--- config.mk ---
export PLATFORM = sky130hd
export DESIGN_NAME = ram_arbiter
export DESIGN_NICKNAME = d
export VERILOG_FILES = /design/src/rtl/ode_ram_pkg.sv /design/src/rtl/rr_arbiter.sv /design/src/rtl/ram_arbiter.sv
export SDC_FILE = /design/constraint.sdc
export NUM_CORES = 1
export LEC_CHECK = 0
export ABC_CLOCK_PERIOD_IN_PS = 7350
export BUFFER_PORTS_ARGS = -buffer_cell sky130_fd_sc_hd__buf_2
export CORE_AREA = 2 2 388 390
export CTS_BUF_LIST = sky130_fd_sc_hd__clkbuf_16
export CTS_CLUSTER_DIAMETER = 80
export DETAILED_ROUTE_END_ITERATION = 6
export DIE_AREA = 0 0 390 392
export PLACE_DENSITY = 0.43
export SYNTH_ARGS = -nofsm -noshare
export SYNTH_HDL_FRONTEND = slang
export SYNTH_SLANG_ARGS = --single-unit
export TNS_END_PERCENT = 10
--- constraint.sdc ---
create_clock -name clk -period 7.35 [get_ports clk]
set_clock_uncertainty 0.2 [all_clocks]
set_input_delay 1.1025 -clock clk [delete_from_list [all_inputs] [get_ports clk]]
set_output_delay 1.1025 -clock clk [all_outputs]
set_load 0.03 [all_outputs]
--- src/rtl/ode_ram_pkg.sv ---
// ode_ram_pkg: shared defaults and types for the ODE solver RAM arbiter.
//   DEF_NREQ/DEF_NBANK/DEF_AW/DEF_DW : default requester/bank counts and widths
//   REQ_IO/REQ_EULER/REQ_STEP        : requester IDs (IO loader, Euler datapath,
//                                      step-size control)
//   lock_state_e                     : per-bank lock state (used when
//                                      RAM_ARB_LOCK_EN is defined)
package ode_ram_pkg;

    localparam int DEF_NREQ  = 3;
    localparam int DEF_NBANK = 4;
    localparam int DEF_AW    = 12;
    localparam int DEF_DW    = 64;

    localparam int REQ_IO    = 0;
    localparam int REQ_EULER = 1;
    localparam int REQ_STEP  = 2;

    // Width of the idle-cycle counter that breaks a stale bank lock.
    localparam int LOCK_TMO_W = 4;

    typedef enum logic {
        LK_IDLE   = 1'b0,
        LK_LOCKED = 1'b1
    } lock_state_e;

    // Width of a requester index; at least one bit so NREQ=1 still elaborates.
    function automatic int id_w(input int n);
        return (n > 1) ? $clog2(n) : 1;
    endfunction

endpackage

--- src/rtl/rr_arbiter.sv ---
// rr_arbiter: one bank's round-robin arbiter with optional bank-lock FSM.
// Optional feature macro: RAM_ARB_LOCK_EN (bank lock with 16-cycle idle timeout).
// Ports:
//   clk, rst  : clock, synchronous active-high reset
//   req       : per-requester request already filtered to this bank
//   lock      : per-requester lock request (ignored without RAM_ARB_LOCK_EN)
//   gnt       : one-hot combinational grant
//   gnt_any   : some requester is granted this cycle
//   gnt_id    : index of the granted requester (valid with gnt_any)
module rr_arbiter
    import ode_ram_pkg::*;
#(
    parameter int NREQ = DEF_NREQ,
    parameter int IW   = id_w(NREQ)
) (
    input  logic            clk,
    input  logic            rst,
    input  logic [NREQ-1:0] req,
    input  logic [NREQ-1:0] lock,
    output logic [NREQ-1:0] gnt,
    output logic            gnt_any,
    output logic [IW-1:0]   gnt_id
);

    logic [IW-1:0]   last_winner;
    logic [NREQ-1:0] elig;

`ifdef RAM_ARB_LOCK_EN
    lock_state_e           state;
    logic [IW-1:0]         owner;
    logic [LOCK_TMO_W-1:0] tmo;

    // A locked bank is visible only to its owner.
    always_comb begin
        elig = req;
        if (state == LK_LOCKED) begin
            elig        = '0;
            elig[owner] = req[owner];
        end
    end

    // tmo counts consecutive cycles without an owner request; when it has
    // seen 16 of them the lock is dropped so a vanished owner cannot starve
    // the other requesters.
    always_ff @(posedge clk) begin
        if (rst) begin
            state <= LK_IDLE;
            owner <= '0;
            tmo   <= '0;
        end else begin
            case (state)
                LK_IDLE: begin
                    if (gnt_any && lock[gnt_id]) begin
                        state <= LK_LOCKED;
                        owner <= gnt_id;
                        tmo   <= '0;
                    end
                end
                LK_LOCKED: begin
                    // An owner request is always granted while locked.
                    if (req[owner]) begin
                        tmo <= '0;
                        if (!lock[owner]) state <= LK_IDLE;
                    end else if (tmo == {LOCK_TMO_W{1'b1}}) begin
                        state <= LK_IDLE;
                        tmo   <= '0;
                    end else begin
                        tmo <= tmo + 1'b1;
                    end
                end
                default: state <= LK_IDLE;
            endcase
        end
    end
`else
    wire unused_lock = ^lock;
    assign elig = req;
`endif

    // Search starts just after the previous winner and wraps.
    always_comb begin
        gnt     = '0;
        gnt_any = 1'b0;
        gnt_id  = last_winner;
        for (int i = 1; i <= NREQ; i++) begin
            if (!gnt_any && elig[(int'(last_winner) + i) % NREQ]) begin
                gnt_any = 1'b1;
                gnt_id  = IW'((int'(last_winner) + i) % NREQ);
            end
        end
        if (gnt_any) gnt[gnt_id] = 1'b1;
    end

    // Reset to NREQ-1 so requester 0 is first in line.
    always_ff @(posedge clk) begin
        if (rst)          last_winner <= IW'(NREQ - 1);
        else if (gnt_any) last_winner <= gnt_id;
    end

endmodule

--- src/rtl/ram_arbiter.sv ---
// ram_arbiter: multi-bank RAM arbiter for the ODE solver requesters.
// Each bank has its own rr_arbiter; a grant in cycle t drives the bank's
// registered RAM port in t+1 and, for reads, returns rvalid/rdata in t+2.
// Optional feature macro: RAM_ARB_LOCK_EN (per-bank lock, inside rr_arbiter).
// Ports:
//   clk, rst                       : clock, synchronous active-high reset
//   req/lock/bank/wr/addr/wdata    : per-requester access request
//   gnt                            : combinational grant
//   rvalid/rdata                   : per-requester read return (rdata 0 when idle)
//   ram_address/ram_wr_rd/ram_wdata: registered per-bank RAM command
//   ram_rdata                      : per-bank RAM read data, one cycle after address
module ram_arbiter
    import ode_ram_pkg::*;
#(
    parameter int NREQ  = DEF_NREQ,
    parameter int NBANK = DEF_NBANK,
    parameter int AW    = DEF_AW,
    parameter int DW    = DEF_DW
) (
    input  logic                        clk,
    input  logic                        rst,
    input  logic [NREQ-1:0]             req,
    input  logic [NREQ-1:0]             lock,
    input  logic [NREQ-1:0][1:0]        bank,
    input  logic [NREQ-1:0]             wr,
    input  logic [NREQ-1:0][AW-1:0]     addr,
    input  logic [NREQ-1:0][DW-1:0]     wdata,
    output logic [NREQ-1:0]             gnt,
    output logic [NREQ-1:0]             rvalid,
    output logic [NREQ-1:0][DW-1:0]     rdata,
    output logic [NBANK-1:0][AW-1:0]    ram_address,
    output logic [NBANK-1:0]            ram_wr_rd,
    output logic [NBANK-1:0][DW-1:0]    ram_wdata,
    input  logic [NBANK-1:0][DW-1:0]    ram_rdata
);

    localparam int IW = id_w(NREQ);

    logic [NBANK-1:0][NREQ-1:0] bank_req;
    logic [NBANK-1:0][NREQ-1:0] bank_gnt;
    logic [NBANK-1:0]           bank_any;
    logic [NBANK-1:0][IW-1:0]   bank_win;

    // Read tag pipeline: [0] = RAM address cycle, [1] = RAM data cycle.
    logic [1:0][NBANK-1:0]          vld_pipe;
    logic [1:0][NBANK-1:0][IW-1:0]  tag_pipe;

    always_comb begin
        bank_req = '0;
        for (int b = 0; b < NBANK; b++)
            for (int r = 0; r < NREQ; r++)
                bank_req[b][r] = req[r] && (int'(bank[r]) == b);
    end

    for (genvar b = 0; b < NBANK; b++) begin : g_bank
        rr_arbiter #(
            .NREQ (NREQ),
            .IW   (IW)
        ) u_arb (
            .clk     (clk),
            .rst     (rst),
            .req     (bank_req[b]),
            .lock    (lock),
            .gnt     (bank_gnt[b]),
            .gnt_any (bank_any[b]),
            .gnt_id  (bank_win[b])
        );
    end

    // A requester targets one bank, so the per-bank grants never overlap.
    always_comb begin
        gnt = '0;
        if (!rst)
            for (int b = 0; b < NBANK; b++)
                gnt = gnt | bank_gnt[b];
    end

    always_ff @(posedge clk) begin
        if (rst) begin
            ram_address <= '0;
            ram_wdata   <= '0;
            ram_wr_rd   <= '0;
            vld_pipe    <= '0;
            tag_pipe    <= '0;
        end else begin
            for (int b = 0; b < NBANK; b++) begin
                ram_wr_rd[b]   <= bank_any[b] && wr[bank_win[b]];
                vld_pipe[0][b] <= bank_any[b] && !wr[bank_win[b]];
                tag_pipe[0][b] <= bank_win[b];
                // Idle banks keep the last address/data to avoid needless toggling.
                if (bank_any[b]) begin
                    ram_address[b] <= addr[bank_win[b]];
                    ram_wdata[b]   <= wdata[bank_win[b]];
                end
            end
            vld_pipe[1] <= vld_pipe[0];
            tag_pipe[1] <= tag_pipe[0];
        end
    end

    // Route each bank's returning read data to the requester that issued it.
    always_comb begin
        rvalid = '0;
        rdata  = '0;
        for (int r = 0; r < NREQ; r++)
            for (int b = 0; b < NBANK; b++)
                if (vld_pipe[1][b] && tag_pipe[1][b] == IW'(r)) begin
                    rvalid[r] = 1'b1;
                    rdata[r]  = ram_rdata[b];
                end
    end

endmodule

# Yosys cells after proc, flatten, opt, wreduce, memory -nomap -nowiden

Index checks and enable logic that the tools add are counted.

Reductions and logical operators: 63
Add/subtract/negate cells: 12
Muxes and demuxes: 121
Magnitude comparators: 20
Equality and inequality tests: 17
Bitwise logic cells: 3
Divide/modulo/power cells: 12

Operator list:

| cell                  | count |
|---|---|
| $mux 64               | 16 |
| $bmux 64 s2           | 4 |
| $lt 32x4->1 const B   | 12 |
| $mod 32x3->32 const B | 12 |
| $bmux 12 s2           | 4 |
| $mux 1                | 56 |
| $mux 12               | 4 |
| $logic_and 1x1->1     | 44 |
| $bmux 1 s2            | 16 |
| $add 2x2->3 const B   | 8 |
| $mux 2                | 12 |
| $eq 2x2->1 const B    | 10 |
| $mux 3                | 5 |
| $eq 2x1->1 const B    | 7 |
| $logic_not 2->1       | 7 |
| $add 2x1->3 const B   | 4 |
| $logic_not 1->1       | 12 |
| $lt 2x3->1 const B    | 4 |
| $or 3x3->3            | 3 |
| $demux 1 s2           | 4 |
| $ge 2x1->1 const B    | 4 |

Bits in registers: 340
Word-level logic and storage cells: 271

# Depth between registers and ports, before layout

Gate-level depths: netlist (run 1).

Word-level depth: 21
Depth in mapped cells: 13
Mapped depth without buffers: 9

# By module

Synthesis (run 1) repeated with hierarchy kept, for this count alone.

Cell total of the unflattened synthesis: 3,356
Area, all modules: 27,218.6 um^2

Modules (own cells, without submodules):

| module                            | cells each | area an instance (um^2) | times used |
|---|---|---|---|
| ram_arbiter                       | 3,171      | 25,778.5                | 1 |
| rr_arbiter at g_bank[0].u_arb ... | 47         | 374.1                   | 3 |
| rr_arbiter at g_bank[3].u_arb     | 44         | 317.8                   | 1 |

# Least setup slack after synthesis (run 1)

Ideal clock, no wire load.

Path kind: input -> output
Start: input bank[1] (netlist bit)
End: output gnt[1]
Data required time: 6,048 ps
Setup slack: 2,407 ps
Data arrival time: 3,640 ps
Stages: 11
Cell sequence: clkbuf_1 nor4bb_1 o21bai_1 o2111ai_1 a2bb2oi_1 and2_1 clkbuf_1 buf_2 buf_2 a32oi_1 a31oi_1

Word-level cells in the longest chain between the ends: 21
Elaborated cells between the ends (all ways): 112
Classes of those cells: order compare (8); eq/ne (3); mux (73); bitwise (3); reduce/logical (25)

Ends and longest elaborated chain:

| element                                                               | RTL line          | RTL |
|---|---|---|
| start, declared                                                       | ram_arbiter.sv:24 | `input logic [NREQ-1:0][1:0] bank,` |
| $eq 2x2->1 / $logic_not 2->1 (equally long branches)                  | ram_arbiter.sv:52 | `bank_req[b][r] = req[r] && (int'(bank[r]) == b);` |
| $logic_and 1x1->1                                                     | ram_arbiter.sv:52 |  |
| $bmux 1 s2                                                            | rr_arbiter.sv:86  | `if (!gnt_any && elig[(int'(last_winner) + i) % NREQ]) begin` |
| $mux 1 (implied by the code) (2 in series)                            | rr_arbiter.sv:86  |  |
| $mux 1                                                                | rr_arbiter.sv:86  |  |
| $logic_not 1->1                                                       | rr_arbiter.sv:86  |  |
| $logic_and 1x1->1                                                     | rr_arbiter.sv:86  |  |
| $mux 1                                                                | rr_arbiter.sv:86  |  |
| (+3 left out)                                                         | -                 |  |
| $lt 2x3->1 (implied by the code) / $ge 2x1->1 (equally long branches) | rr_arbiter.sv:91  | `if (gnt_any) gnt[gnt_id] = 1'b1;` |
| $logic_and 1x1->1 (implied by the code)                               | rr_arbiter.sv:91  |  |
| $mux 1 (implied by the code)                                          | rr_arbiter.sv:91  |  |
| $demux 1 s2                                                           | -                 |  |
| $mux 3                                                                | rr_arbiter.sv:91  |  |
| $or 3x3->3 (2 in series)                                              | ram_arbiter.sv:75 | `gnt = gnt \| bank_gnt[b];` |
| $or 3x3->3 *                                                          | ram_arbiter.sv:75 |  |
| $mux 3 *                                                              | ram_arbiter.sv:73 | `if (!rst)` |
| end, declared                                                         | ram_arbiter.sv:28 | `output logic [NREQ-1:0] gnt,` |

Every way passes the cells marked *; elsewhere a longest branch is shown, timed or not. The select of a mux whose other input is x is not followed.

==> results.cfg, run 1 <==
[place]
io_buffers = 1003
dpl_cell_area_um2 = 30300
place_ws_ps = 1900
hpwl_mm = 118
gp_congestion = 0.909
dp_cells = 5846

[critical_path]
crit_start = vld_pipe[5]$_SDFF_PP0_
rr_startpoint = g_bank[3].u_arb.last_winner[0]$_SDFFE_PP0P_
cp_data_arrival_time_ps = 4440
required_ps = 6050
crit_path_end_kind = primary output
critPathMaxFanout = 49
cp-start-kind = flop
crit_type = flop to primary output

[global_routing]
grt_overflow = 0
antenna_found_initial = 109
grt_max_degree = 141
grt_pass1_vias = 29400
grt_pass1_wl_mm = 237
grt_usage_pct = 21.3

[clocking]
ctsRootBufferMaster = clkbuf_16
htree_levels = 2
postCtsResizedCells = 0
cts.reportedPaths.clkPinSlew_ps = 60
clk_path_buf_depth = 3
clk_latency_ps = 610
numCtsBuffers = 50
hold_buffers = 0
cts_tree = built
clock-sinks = 340
cts_setup_buffers = 0

[synth]
postSynthAreaPerCell_um2 = 7.32
yosys.area.top_type = dfxtp_1
synth-async-reset-ratio_pct = 0
ys_seq_area_share_pct = 28.9
synth_edf_count = 0
synthCells = 3212
synth_warnings = 0
synth.top_cell.area_share_pct = 28.9
synth_common_cells = o21ai_0 (455), clkbuf_1 (341), dfxtp_1 (340), nor2_1 (328), a21oi_1 (233)
synth-seq-cells = 340
ys_top_cells_by_area = dfxtp_1 (29%), o21ai_0 (9.7%), a221o_1 (5.5%)
post_synth_num_cell_types = 76
synth_ff_type = dfxtp_1
synth_area_um2 = 23500
synth_fp_nets = 3723
synth_most_common_cell = o21ai_0

[outcome]
status = complete, no violations

[finish]
design_area_um2 = 32000
final.fill_count = 16900
drive_gt1_share_pct = 31.4
multi_input_area_um2 = 15500
syn_to_final_growth_pct = 35.9
seqCellArea_um2 = 6810
fin_util_pct = 21.5
fin_cells = 5989
fin_nets = 4465

[drt]
drc = 0
dr.first_iter.drc_count = 2639
via_per_inst = 5.23
vias = 31300
postRouteAntennaNets = 0
wirelength_mm = 173
avgRoutedWirePerCell_um = 28.9
dr.pass1.iters = 6

[timing]
worst_pin_slew_ps = 1400
setup_viol = 0
holdWs_ps = 226
max_slew_margin_pct = 5.85
max_freq_mhz = 174
rsz0062_at_grt = no
period_share_pct = 78.1
period_minus_slack_ps = 5740
drv_slew = 0
finalHoldViolations = 0
setup_tns_ps = 0
timing.final.ws_setup_ps = 1610

[power]
powerDensity_nw_per_um2 = 418
peakVddDrop_mv = 0.383
power_mw = 13.4
leakage_nw = 13.6

[floorplanning]
die_area_um2 = 153000
ios = 1007
coreArea_um2 = 149000
die_w_um = 390
initial_utilization_pct = 15.8
die_height_um = 392
num_rows = 142

[hold_path]
hold_class = flop to flop
hold_start = tag_pipe[2]$_SDFF_PP0_

[run]
cap_violations = 0
layer usage:
metal | share of wire, % | vias to the layer above | global-route usage (%)
met2 | 48 | 1687 | 35.8
met3 | 9.7 | 444 | 7.04
met1 | 38 | 15400 | 24.3
li1 | - | 13700 | -
met5 | 0.25 | - | 0
met4 | 4.8 | 66 | 10.1
final timing paths:
kind / end / slack, ps / cells after the start
worst max-delay path: rdata[108] / 1610 / 9
worst min-delay path: tag_pipe[10]$_SDFF_PP0_ / 230 / 1
worst max register to register: ram_address[38]$_SDFFE_PP0P_ / 2630 / 10
worst min register to register: tag_pipe[10]$_SDFF_PP0_ / 230 / 1
cell families after synthesis:
logic type | synth area share [%]
buffers and inverters | 6.32
AOI/OAI and AO/OA | 38.4
and+or+nand+nor | 18.8
adders and majority gates | 0.575
muxes | 7.01
DFF | 28.9
flip-flops by register name, summed over array words and instances, names as in the netlist:
| register | count |
|---|---|
| tag_pipe | 16 |
| ram_wdata | 256 |
| g_bank.u_arb.last_winner | 8 |
| ram_wr_rd | 4 |
| vld_pipe | 8 |
| ram_address | 48 |
report_power, final:
group / leakage (nW) / switching (mW) / internal (mW) / total [mW]
logic: 10.0 / 6.11 / 2.25 / 8.35
clock network: 0.800 / 1.05 / 1.28 / 2.32
registers: 2.80 / 0.303 / 2.39 / 2.69
final cells by class:
| class | count | area share, % |
|---|---|---|
| multi-input cells | 2485 | 48.4 |
| flip-flops and latches | 340 | 21.3 |
| repair buffers | 1064 | 17.3 |
| well taps | 1944 | 7.61 |
| clock buffers | 50 | 3.92 |
| clock inverters | 38 | 0.842 |
| diodes | 55 | 0.431 |
| inverters | 13 | 0.153 |
worst max-delay path, stage by stage, from the launching register on:
cell	delay [ps]
dfxtp_1	330
nand2_1	110
nor2_4	30
buf_4	250
nor2_4	600
buf_4	670
a221o_1	260
o21ai_0	70
o21ai_0	1020
buf_2	370
cell usage in the layout, fill, tap and decap left out, types with 76 or more instances in the layout:
cell      netlist  routed
mux2_2         77      77
nor3_1         80      80
nor2_1        328     321
dfxtp_1       340     340
mux2i_1        78      78
buf_2          15    1002
a211oi_1       82      82
a22oi_1       140     140
a311oi_1       76      76
nand2_1       219     215
a221o_1       129     128
o21ai_0       455     455
nand3_1       214     214
a21oi_1       233     233
a221oi_1       79      78
(Power assumes the default switching activity.)
==> run 2: changes to the inputs <==
--- a/config.mk
+++ b/config.mk
@@ -5,7 +5,7 @@
 export SDC_FILE = /design/constraint.sdc
 export NUM_CORES = 1
 export LEC_CHECK = 0
-export ABC_CLOCK_PERIOD_IN_PS = 7350
+export ABC_CLOCK_PERIOD_IN_PS = 5900
 export BUFFER_PORTS_ARGS = -buffer_cell sky130_fd_sc_hd__buf_2
 export CORE_AREA = 2 2 388 390
 export CTS_BUF_LIST = sky130_fd_sc_hd__clkbuf_16
==> constraint.sdc (replaced) <==
create_clock -name clk -period 5.9 [get_ports clk]
set_clock_uncertainty 0.2 [all_clocks]
set_input_delay 0.885 -clock clk [delete_from_list [all_inputs] [get_ports clk]]
set_output_delay 0.885 -clock clk [all_outputs]
set_load 0.03 [all_outputs]
==> run 2 against run 1 <==
Net effect:
- die area stayed put
- critical path depth is 1 lower
- core utilization is 0.20 points higher
- setup slack worse by 900 ps
- non-clock buffer count increased by 3
- final area grew 0.94%
- global-route usage is essentially flat
- clock power increased by 38%
- sequential share of layout area is 0.20 points lower
- cell count about the same
- largest power group unchanged
==> results.cfg, run 2 (synthesized netlist as in run 1, its figures left out) <==
[outcome]
status = complete, no violations

[timing]
period_minus_slack_ps = 5190
drv_slew = 0
max_slew_margin_pct = 9.09
finalHoldViolations = 0
worst_pin_slew_ps = 1350
rsz0062_at_grt = no
max_freq_mhz = 193
setup_tns_ps = 0
period_share_pct = 88.0
setup_viol = 0

[finish]
top_register = ram_wdata
final_cell_mix = buf_2 (1002), o21ai_0 (455), dfxtp_1 (340)
reg.largest.list = ram_wdata (256), ram_address (48), tag_pipe (16)
final_common_cell = buf_2
fin_util_pct = 21.7
syn_to_final_growth_pct = 37.2
largest_reg_flops = 256
fin_nets = 4471
drive_gt1_share_pct = 31.6

[power]
peakVddDrop_mv = 0.407
powerDensity_nw_per_um2 = 527
leakage_nw = 13.8

[critical_path]
cp_data_arrival_time_ps = 4110
critPathMaxFanout = 45
crit_type = flop to primary output
required_ps = 4820
cp-start-kind = flop
crit_path_end_kind = primary output

[floorplanning]
die_w_um = 390
die_height_um = 392
coreArea_um2 = 149000
ios = 1007
initial_utilization_pct = 15.8
num_rows = 142
die_area_um2 = 153000

[drt]
avgRoutedWirePerCell_um = 28.7
wirelength_mm = 172
dr.pass1.iters = 6
vias = 31600
dr.first_iter.drc_count = 2605
postRouteAntennaNets = 0
via_per_inst = 5.27
drc = 0

[place]
gp_congestion = 0.900
hpwl_mm = 117
io_buffers = 1003

[global_routing]
grt_overflow = 0
grt_pass1_vias = 29700
grt_max_degree = 135
antenna_found_initial = 104
grt_usage_pct = 21.3
grt_pass1_wl_mm = 237

[clocking]
cts_setup_buffers = 0
cts_tree = built
numCtsBuffers = 53
clk_latency_ps = 610
clock-sinks = 340
hold_buffers = 0
ctsRootBufferMaster = clkbuf_16
clk_path_buf_depth = 3
postCtsResizedCells = 0
htree_levels = 2
cts.reportedPaths.clkPinSlew_ps = 50

[run]
cap_violations = 0

[hold_path]
hold_class = flop to flop
==> run 2: cell types whose count changed in the layout (fill, tap and decap cells not counted), sizes merged <==
| cell | previous run | this run |
|---|---|---|
| buf | 1064 | 1067 |
| inv | 37 | 32 |
| clkinv | 11 | 19 |
| diode | 55 | 45 |
| clkbuf | 50 | 53 |
| bufinv | 1 | 4 |
==> run 2: area by class of cell <==
class,count,area [um2]
fill,16900,117000
clock buffer,53,1330
sequential,340,6810
clock inverter,44,384
multi-input combinational,2485,15500
inverter,13,48.8
timing repair buffer,1067,5670
tap,1944,2430
antenna,45,113
==> run 2: metal layers <==
| layer | part of all wire (%) | wire length (um) | vias to the layer above | GRT usage (%) |
|---|---|---|---|---|
| met2 | 47 | 81600 | 1768 | 35.7 |
| met3 | 9.5 | 16300 | 475 | 6.79 |
| met1 | 38 | 65500 | 15500 | 24.5 |
| met5 | 0.29 | 495 | - | 0 |
| met4 | 4.8 | 8270 | 70 | 9.87 |
| li1 | - | - | 13700 | - |
==> run 2: report_power, final <==
group / internal [mW] / switching [mW]
combinational: 2.88 / 7.57
clock: 1.83 / 1.37
sequential: 2.97 / 0.389
total: 7.68 / 9.33
==> run 2: worst paths after layout <==
kind,start,endpoint,slack [ps],cells past startpoint
setup / recovery,vld_pipe[4]$_SDFF_PP0_,rdata[46],710,8
hold / removal,tag_pipe[3]$_SDFF_PP0_,tag_pipe[11]$_SDFF_PP0_,230,1
setup reg to reg,g_bank[3].u_arb.last_winner[0]$_SDFFE_PP0P_,ram_wdata[210]$_SDFFE_PP0P_,1640,11
hold reg to reg,tag_pipe[3]$_SDFF_PP0_,tag_pipe[11]$_SDFF_PP0_,230,1
==> run 2: critical path: stages (launching register included) <==
cell and delay [ps]:
dfxtp_1 350, or3b_2 500, nor2_4 560, buf_4 630
a22oi_1 130, nor2_1 120, a21oi_1 40, o21ai_0 770
buf_2 340
==> run 2: stage by stage <==
step	hold WS, ps	instance area [um2]	worst slack (ps)	total power, mW	cells
6_report	233	32300	708	17.0	5991
3_3_place_gp	215	30400	1080	13.7	5849
4_1_cts	240	32100	697	17.1	5946
3_5_place_dp	226	30400	1060	13.8	5849
2_1_floorplan	214	23500	1390	9.59	3212
5_1_grt	249	32200	448	17.8	5969
